<file path="src/rtl/int_ctrl_pkg.sv">
// Shared constants and types for the 6-source interrupt controller.
package int_ctrl_pkg;

  localparam int NUM_SRC = 6;
  localparam int ID_W    = 3;

  typedef enum logic [1:0] {
    ST_IDLE    = 2'b00,
    ST_REQ     = 2'b01,
    ST_SERVICE = 2'b10
  } state_e;

  localparam logic [1:0] ADDR_MASK = 2'd0;
  localparam logic [1:0] ADDR_MODE = 2'd1;
  localparam logic [1:0] ADDR_PEND = 2'd2;
  localparam logic [1:0] ADDR_STAT = 2'd3;

  function automatic logic [NUM_SRC-1:0] onehot(input logic [ID_W-1:0] idx);
    onehot = 6'b000001 << idx;
  endfunction

endpackage

</file>
<file path="src/rtl/int_prio_enc.sv">
// Fixed-priority encoder: returns the lowest set index of the request vector.
module int_prio_enc
  import int_ctrl_pkg::*;
(
  input  logic [NUM_SRC-1:0] req_i,
  output logic [ID_W-1:0]    idx_o,
  output logic               valid_o
);

  // Bit 0 wins; valid is low only when no bit is set.
  always_comb begin
    idx_o   = 3'd0;
    valid_o = 1'b1;
    casez (req_i)
      6'b?????1: idx_o = 3'd0;
      6'b????10: idx_o = 3'd1;
      6'b???100: idx_o = 3'd2;
      6'b??1000: idx_o = 3'd3;
      6'b?10000: idx_o = 3'd4;
      6'b100000: idx_o = 3'd5;
      default: begin
        idx_o   = 3'd0;
        valid_o = 1'b0;
      end
    endcase
  end

endmodule

</file>
<file path="src/rtl/int_ctrl.sv">
// Interrupt controller: mask/mode/pending registers, edge detect and a
// three-state request/service handshake towards CP0.
module int_ctrl
  import int_ctrl_pkg::*;
(
  input  logic               clk,
  input  logic               reset,
  input  logic [NUM_SRC-1:0] IrqIn,
  input  logic               We,
  input  logic [1:0]         Addr,
  input  logic [31:0]        DIn,
  output logic [31:0]        DOut,
  output logic [NUM_SRC-1:0] HWInt,
  input  logic               IntAck,
  output logic               Busy
);

  state_e               state_q, state_d;
  logic [NUM_SRC-1:0]   mask_q, mask_d;
  logic [NUM_SRC-1:0]   mode_q, mode_d;
  logic [NUM_SRC-1:0]   pend_q, pend_d;
  logic [NUM_SRC-1:0]   prev_q;
  logic [ID_W-1:0]      id_q, id_d;

  logic [NUM_SRC-1:0]   masked_s, rise_s, clr_s, id_oh_s;
  logic [ID_W-1:0]      enc_idx_s;
  logic                 enc_valid_s;
  logic                 wr_mask_s, wr_mode_s, wr_pend_s, eoi_s;
  logic                 unused_din_s;

  assign wr_mask_s    = We && (Addr == ADDR_MASK);
  assign wr_mode_s    = We && (Addr == ADDR_MODE);
  assign wr_pend_s    = We && (Addr == ADDR_PEND);
  assign eoi_s        = We && (Addr == ADDR_STAT);
  assign unused_din_s = ^DIn[31:NUM_SRC];

  assign masked_s = pend_q & mask_q;
  assign rise_s   = IrqIn & ~prev_q;
  assign id_oh_s  = onehot(id_q);

  int_prio_enc u_prio_enc (
    .req_i   (masked_s),
    .idx_o   (enc_idx_s),
    .valid_o (enc_valid_s)
  );

  // Register file next state; a rising edge outranks any clear of the same bit.
  always_comb begin
    mask_d = mask_q;
    mode_d = mode_q;
    clr_s  = '0;
    if (wr_mask_s) begin
      mask_d = DIn[NUM_SRC-1:0];
    end else begin
      mask_d = mask_q;
    end
    if (wr_mode_s) begin
      mode_d = DIn[NUM_SRC-1:0];
    end else begin
      mode_d = mode_q;
    end
    if (wr_pend_s) begin
      clr_s = DIn[NUM_SRC-1:0];
    end else if (eoi_s && (state_q == ST_SERVICE)) begin
      clr_s = id_oh_s;
    end else begin
      clr_s = '0;
    end
    pend_d = (mode_q & (rise_s | (pend_q & ~clr_s))) | (~mode_q & IrqIn);
  end

  // Handshake FSM; id is captured only on entry to REQ.
  always_comb begin
    state_d = state_q;
    id_d    = id_q;
    case (state_q)
      ST_IDLE: begin
        if (enc_valid_s) begin
          state_d = ST_REQ;
          id_d    = enc_idx_s;
        end else begin
          state_d = ST_IDLE;
        end
      end
      ST_REQ: begin
        if (IntAck) begin
          state_d = ST_SERVICE;
        end else if ((masked_s & id_oh_s) == 6'd0) begin
          state_d = ST_IDLE;
        end else begin
          state_d = ST_REQ;
        end
      end
      ST_SERVICE: begin
        if (eoi_s) begin
          state_d = ST_IDLE;
        end else begin
          state_d = ST_SERVICE;
        end
      end
      default: state_d = ST_IDLE;
    endcase
  end

  // State registers with synchronous reset.
  always_ff @(posedge clk) begin
    if (reset) begin
      state_q <= ST_IDLE;
      mask_q  <= '0;
      mode_q  <= '0;
      pend_q  <= '0;
      prev_q  <= '0;
      id_q    <= '0;
    end else begin
      state_q <= state_d;
      mask_q  <= mask_d;
      mode_q  <= mode_d;
      pend_q  <= pend_d;
      prev_q  <= IrqIn;
      id_q    <= id_d;
    end
  end

  assign HWInt = (state_q == ST_REQ) ? id_oh_s : 6'd0;
  assign Busy  = (state_q != ST_IDLE);

  // Register read mux.
  always_comb begin
    DOut = 32'd0;
    case (Addr)
      ADDR_MASK: DOut = {26'd0, mask_q};
      ADDR_MODE: DOut = {26'd0, mode_q};
      ADDR_PEND: DOut = {26'd0, pend_q};
      ADDR_STAT: DOut = {27'd0, state_q, id_q};
      default:   DOut = 32'd0;
    endcase
  end

endmodule
</file>
<file path="config.mk">
export PLATFORM = sky130hd
export DESIGN_NAME = int_ctrl
export DESIGN_NICKNAME = d
export VERILOG_FILES = /design/src/rtl/int_ctrl_pkg.sv /design/src/rtl/int_prio_enc.sv /design/src/rtl/int_ctrl.sv
export SDC_FILE = /design/constraint.sdc
export NUM_CORES = 1
export LEC_CHECK = 0
export BUFFER_PORTS_ARGS = -buffer_cell sky130_fd_sc_hd__buf_4
export CAP_MARGIN = 20
export CORE_ASPECT_RATIO = 2
export CORE_UTILIZATION = 49
export CTS_CLUSTER_SIZE = 16
export DETAILED_ROUTE_END_ITERATION = 12
export GPL_TIMING_DRIVEN = 0
export MAX_ROUTING_LAYER = met4
export PLACE_DENSITY = 0.93
export SYNTH_ARGS = -nofsm -noshare
export SYNTH_HDL_FRONTEND = slang
export SYNTH_SLANG_ARGS = --single-unit
</file>
<file path="constraint.sdc">
create_clock -name clk -period 3.65 [get_ports clk]
set_clock_uncertainty 0.15 [all_clocks]
set_input_delay 0.365 -clock clk [delete_from_list [all_inputs] [get_ports clk]]
set_output_delay 0.365 -clock clk [all_outputs]
set_load 0.05 [all_outputs]
</file>
# Word level (Yosys, flattened, before mapping)
# Index checks and enable logic that the tools add are counted.
[totals]
register_bits = 29
out_inout_bits = 39
word_cells = 50
[classes]
eq_ne = 10
shifts = 1
muxes = 11
n_bitwise = 11
n_reduce_logical = 11
[ops]
columns = ["cell", "count"]
rows = [
  ["$pmux 32 s4", 1],
  ["$and 6x6->6", 6],
  ["$mux 6", 3],
  ["$not 6->6", 3],
  ["$pmux 3 s5", 1],
  ["$or 6x6->6", 2],
  ["$eq 2x2->1 const B", 4],
  ["$eq 6x6->1 const B", 1],
  ["$logic_not 6->1", 1],
  ["$pmux 2 s3", 1],
  ["$reduce_or 6->1", 1],
  ["$shl 1x3->6 const A", 1],
  ["$eq 5x5->1 const B", 1],
  ["$logic_and 1x1->1", 5],
  ["$eq 2x1->1 const B", 2],
  ["$eq 4x4->1 const B", 1],
  ["$logic_not 2->1", 2],
  ["$mux 2", 2],
  ["$eq 3x3->1 const B", 1],
  ["$mux 1", 3],
  ["$reduce_and 2->1", 1],
  ["$reduce_bool 2->1", 1],
]

# Longest topological paths before layout
[depth]
word_depth = 10
ltp_mapped = 6
mapped_depth_nobuf = 4

# Cells and area by module
# Synthesis repeated with hierarchy kept, for this count alone.
[unflattened]
cells_unflattened = 198
hier_area_um2 = 1736.7
[modules_own_cells]
columns = ["mod", "instances", "cells_per_inst", "area_per_inst_um2", "seq_area_each_um2"]
rows = [
  ["int_ctrl", 1, 188, 1684.1, 580.6],
  ["int_prio_enc", 1, 10, 52.6, 0.0],
]

# Least setup slack after synthesis
# OpenSTA, ideal clock, no wires.
[synth_path]
path_kind = "in2out"
startpoint = "input port Addr[1]"
endpoint = "output port DOut[5]"
arrival_ns = 1.787
t_required_ns = 3.135
path_slack_ns = 1.348
cell_stages = 3
cell_sequence = "buf_2 -> mux2i_1 -> o21ai_0"
[synth_between]
elab_chain_cells = 2
elab_cells_between_ends = 5
cone_classes = "3 x eq/ne; 1 x mux; 1 x reduce/logical"
[synth_rtl]
columns = ["item", "line", "rtl"]
rows = [
  ["start: declaration", "int_ctrl.sv:10", "input logic [1:0] Addr,"],
  ["$eq 2x2->1, or another cell as far along", "int_ctrl.sv:130", "case (Addr)"],
  ["$pmux 32 s4 (*)", "int_ctrl.sv:130", ""],
  ["end: declaration", "int_ctrl.sv:12", "output logic [31:0] DOut,"],
]
# Mark *: on every way between the ends. The rest lies on a longest branch, timed or not. The select of a mux whose other input is x is not followed.

# Worst setup path after layout
[layout_path]
startpoint = "register id_q[0]"
endpoint = "output port HWInt[0]"
[layout_between]
elab_chain_cells = 2
[layout_rtl]
columns = ["item", "line", "rtl"]
rows = [
  ["start: declaration", "int_ctrl.sv:23", "logic [ID_W-1:0] id_q, id_d;"],
  ["start signal: assignment", "int_ctrl.sv:120", "id_q <= id_d;"],
  ["$shl 1x3->6", "int_ctrl_pkg.sv:19", "onehot = 6'b000001 << idx;"],
  ["$mux 6", "int_ctrl.sv:124", "assign HWInt = (state_q == ST_REQ) ? id_oh_s : 6'd0;"],
  ["end: declaration", "int_ctrl.sv:13", "output logic [NUM_SRC-1:0] HWInt,"],
]
# No other way between the ends.

==> flow_metrics.env <==
export IMPL_grt_antenna_before_repair=0
export IMPL_max_cap_violations=0
export IMPL_cp_startpoint="id_q[0]"
export IMPL_syn_cell_area_um2=1650
export IMPL_rows=29
export IMPL_fillCellCount=264
export IMPL_finalSetupViolCount=0
export IMPL_synth_area_leaders="dfxtp_1 35%, buf_4 12%, nand2_1 9.1%, mux2i_1 4.9%, mux4_2 4.1%"
export IMPL_fp_dieH_um=84.0
export IMPL_setup_tns_ns=0
export IMPL_power_leakage_nw=0.943
export IMPL_cellInternalPower_uw=523
export IMPL_finalHoldViolCount=0
export IMPL_hold_start="reset"
export IMPL_tightest_slew_ns=0.540
export IMPL_synth_cell_types=33
export IMPL_die_x_um=43.0
export IMPL_crit_type="reg2out"
export IMPL_synth_top_cell_area_share_pct=35.2
export IMPL_hpwl_um=2900
export IMPL_cts_made_buffers=5
export IMPL_synthTopCellsByCount="40 x nand2_1, 29 x dfxtp_1, 26 x buf_4, 15 x nor2_1, 9 x a21oi_1"
export IMPL_critPathRequiredTime_ns=3.13
export IMPL_power_frac_comb_pct=22.6
export IMPL_power_density_nw_per_um2=372
export IMPL_ys_warn_count=0
export IMPL_cp_max_fo=8
export IMPL_run_status="completed"
export IMPL_io_buffer_count=27
export IMPL_relSlewSlack_pct=64.0
export IMPL_hold_class="in2reg"
export IMPL_cp_slowest_cell="or3_2"
export IMPL_dp_cells=281
export IMPL_wire_per_inst_um=13.4
export IMPL_p_sw_share_pct=31.9
export IMPL_gp_congestion=0.903
export IMPL_cts_resized=0
export IMPL_max_freq_mhz=489
export IMPL_cts_sinks=29
export IMPL_drt_total_wl_um=3880
export IMPL_fp_dieArea_um2=3610
export IMPL_synth_top_area_cell="dfxtp_1"
export IMPL_syn_inst=198
export IMPL_grt_pass1_vias=1399
export IMPL_synth_flop_cell="dfxtp_1"
export IMPL_io_pins=83
export IMPL_drive_above_1_share_pct=26.4
export IMPL_synth_seq_area_share_pct=35.2
export IMPL_cts_setup_buffers=0
export IMPL_cts_root_buffer="clkbuf_8"
export IMPL_vias=1547
export IMPL_drt_antenna_violating_nets=0
export IMPL_syn2layout_area_growth_pct=25.2
export IMPL_synth_enable_flop_cells=0
export IMPL_async_flop_share_pct=0
export IMPL_fin_cells=289
export IMPL_crit_arrival_ns=1.53
export IMPL_yosys_register_bits=29
export IMPL_seqPwrFrac_pct=44.6
export IMPL_drcViolationCount=0
export IMPL_power_net_switching_uw=244
export IMPL_grt_setup_unrepaired="false"
export IMPL_drtIter0Drc=83
export IMPL_multi_input_area_um2=918
export IMPL_path_cells="or3_2, nor2_1, buf_4"
export IMPL_yosysMostFrequentCell="nand2_1"
export IMPL_ctsHoldBuffers=0
export IMPL_grt_overflow=0
export IMPL_fin_nets=301
export IMPL_syn_area_per_cell_um2=8.32
export IMPL_cp_start_kind="flop"
export IMPL_core_area_um2=3190
export IMPL_n_antenna_cell=0
export IMPL_regArea_um2=581
export IMPL_ir_drop_uv=303
export IMPL_grt_max_degree=11
export IMPL_timing_final_crit_period_ns=2.05
export IMPL_p_clk_share_pct=32.8
export IMPL_finalCritPeriodShare_pct=56.1
export IMPL_end_kind="output pin"
export IMPL_clk_pin_slew_ns=0.06
export IMPL_clock_tree_buffer_depth=2
export IMPL_drt_pass1_iterations=4
export IMPL_critPathMaxStageDelay_ns=0.55
export IMPL_viasPerCell=5.35
export IMPL_power_uw=767
export IMPL_ctsHtreeMaxLevel=2
export IMPL_grt_pass1_wl_um=6500
export IMPL_cts_tree="yes"
export IMPL_grtUsageTotal_pct=24.5
export IMPL_timing_rr_start="id_q[0]"
export IMPL_initial_core_util_pct=51.6
export IMPL_drv_slew=0
export IMPL_insertion_delay_ns=0.29
cell families (layout without fill, tap and decap cells):
logic type             after synthesis  in the layout  share of synthesized area (%)
AO/OA/AOI/OAI                       34             34                           13.1
buffers and inverters               37             72                           14.7
flip-flops                          29             29                           35.2
multiplexers                        13             13                           12.1
other                                1             26                          0.228
AND/OR/NAND/NOR                     84             84                           24.6
layer usage:
metal / track usage (%) / wire length, µm / vias up / share of wire (%)
li1: - / - / 754 / -
met1: 25.8 / 1350 / 689 / 35
met2: 41.7 / 2060 / 97 / 53
met3: 4.33 / 366 / 7 / 9.4
met4: 12.9 / 100 / 0 / 2.6
met5: - / 0 / - / 0
worst max-delay path, delay by kind of cell, from the launching register on:
family | cells | cell delay (ns)
and+or+nand+nor | 2 | 0.66
DFF | 1 | 0.38
buffers and inverters | 1 | 0.20
power groups by stage:
stage / clock network (mW) / registers (mW) / logic, mW
after floorplan: 0 / 0.345 / 0.141
after global placement: 0 / 0.348 / 0.170
after detailed placement: 0 / 0.348 / 0.172
after CTS: 0.253 / 0.341 / 0.172
after global routing: 0.269 / 0.343 / 0.183
final: 0.252 / 0.342 / 0.173
final timing paths:
check	end	slack, ns	cells after the start
setup / recovery	HWInt[0]	1.60	3
hold / removal	prev_q[3]	0.11	2
setup reg to reg	state_q[0]	2.04	4
hold reg to reg	pend_q[5]	0.32	3
state kept, by name, summed over array words and instances (netlist names):
signal   count
id_q         3
mask_q       6
pend_q       6
prev_q       6
mode_q       6
state_q      2
layout by cell type, fill, tap and decap left out:
cell | netlist | routed
a211oi_1 | 6 | 6
a21oi_1 | 9 | 9
a221o_1 | 1 | 1
a22o_1 | 2 | 2
a22oi_1 | 1 | 1
a32oi_1 | 1 | 1
and3b_1 | 1 | 1
buf_2 | 5 | 5
buf_4 | 26 | 53
clkbuf_1 | 4 | 7
clkbuf_8 | 0 | 5
conb_1 | 1 | 26
dfxtp_1 | 29 | 29
inv_1 | 2 | 2
mux2i_1 | 8 | 8
mux4_1 | 2 | 2
mux4_2 | 3 | 3
nand2_1 | 40 | 40
nand2b_1 | 2 | 2
nand3_1 | 7 | 7
nand3b_1 | 2 | 2
nand4_1 | 2 | 2
nor2_1 | 15 | 15
nor2b_1 | 8 | 8
nor3_1 | 1 | 1
nor3b_4 | 1 | 1
o21a_1 | 1 | 1
o21ai_0 | 4 | 4
o21ai_1 | 4 | 4
o22ai_1 | 3 | 3
o31ai_1 | 2 | 2
or2b_1 | 1 | 1
or3_2 | 1 | 1
or3b_1 | 3 | 3
through the flow:
| step | hold WS, ns | worst slack [ns] | area (µm²) | util [%] |
|---|---|---|---|---|
| after floorplan | 0.293 | 1.35 | 1740 | - |
| after global placement | 0.301 | 1.69 | 1980 | 62.1 |
| after detailed placement | 0.314 | 1.68 | 1980 | 62.1 |
| after CTS | 0.107 | 1.60 | 2060 | 64.6 |
| after global routing | 0.122 | 1.49 | 2060 | 64.6 |
| final | 0.109 | 1.60 | 2060 | 64.6 |
layout make-up:
cell class	instances	share of cell area, %
Sequential cell	29	28.1
Clock buffer	8	3.88
Inverter	2	0.364
Buffer	35	11.4
Tap cell	31	1.88
Timing Repair Buffer	27	9.82
Multi-Input combinational cell	157	44.5
No activity file was read; power rests on OpenSTA's default activity.
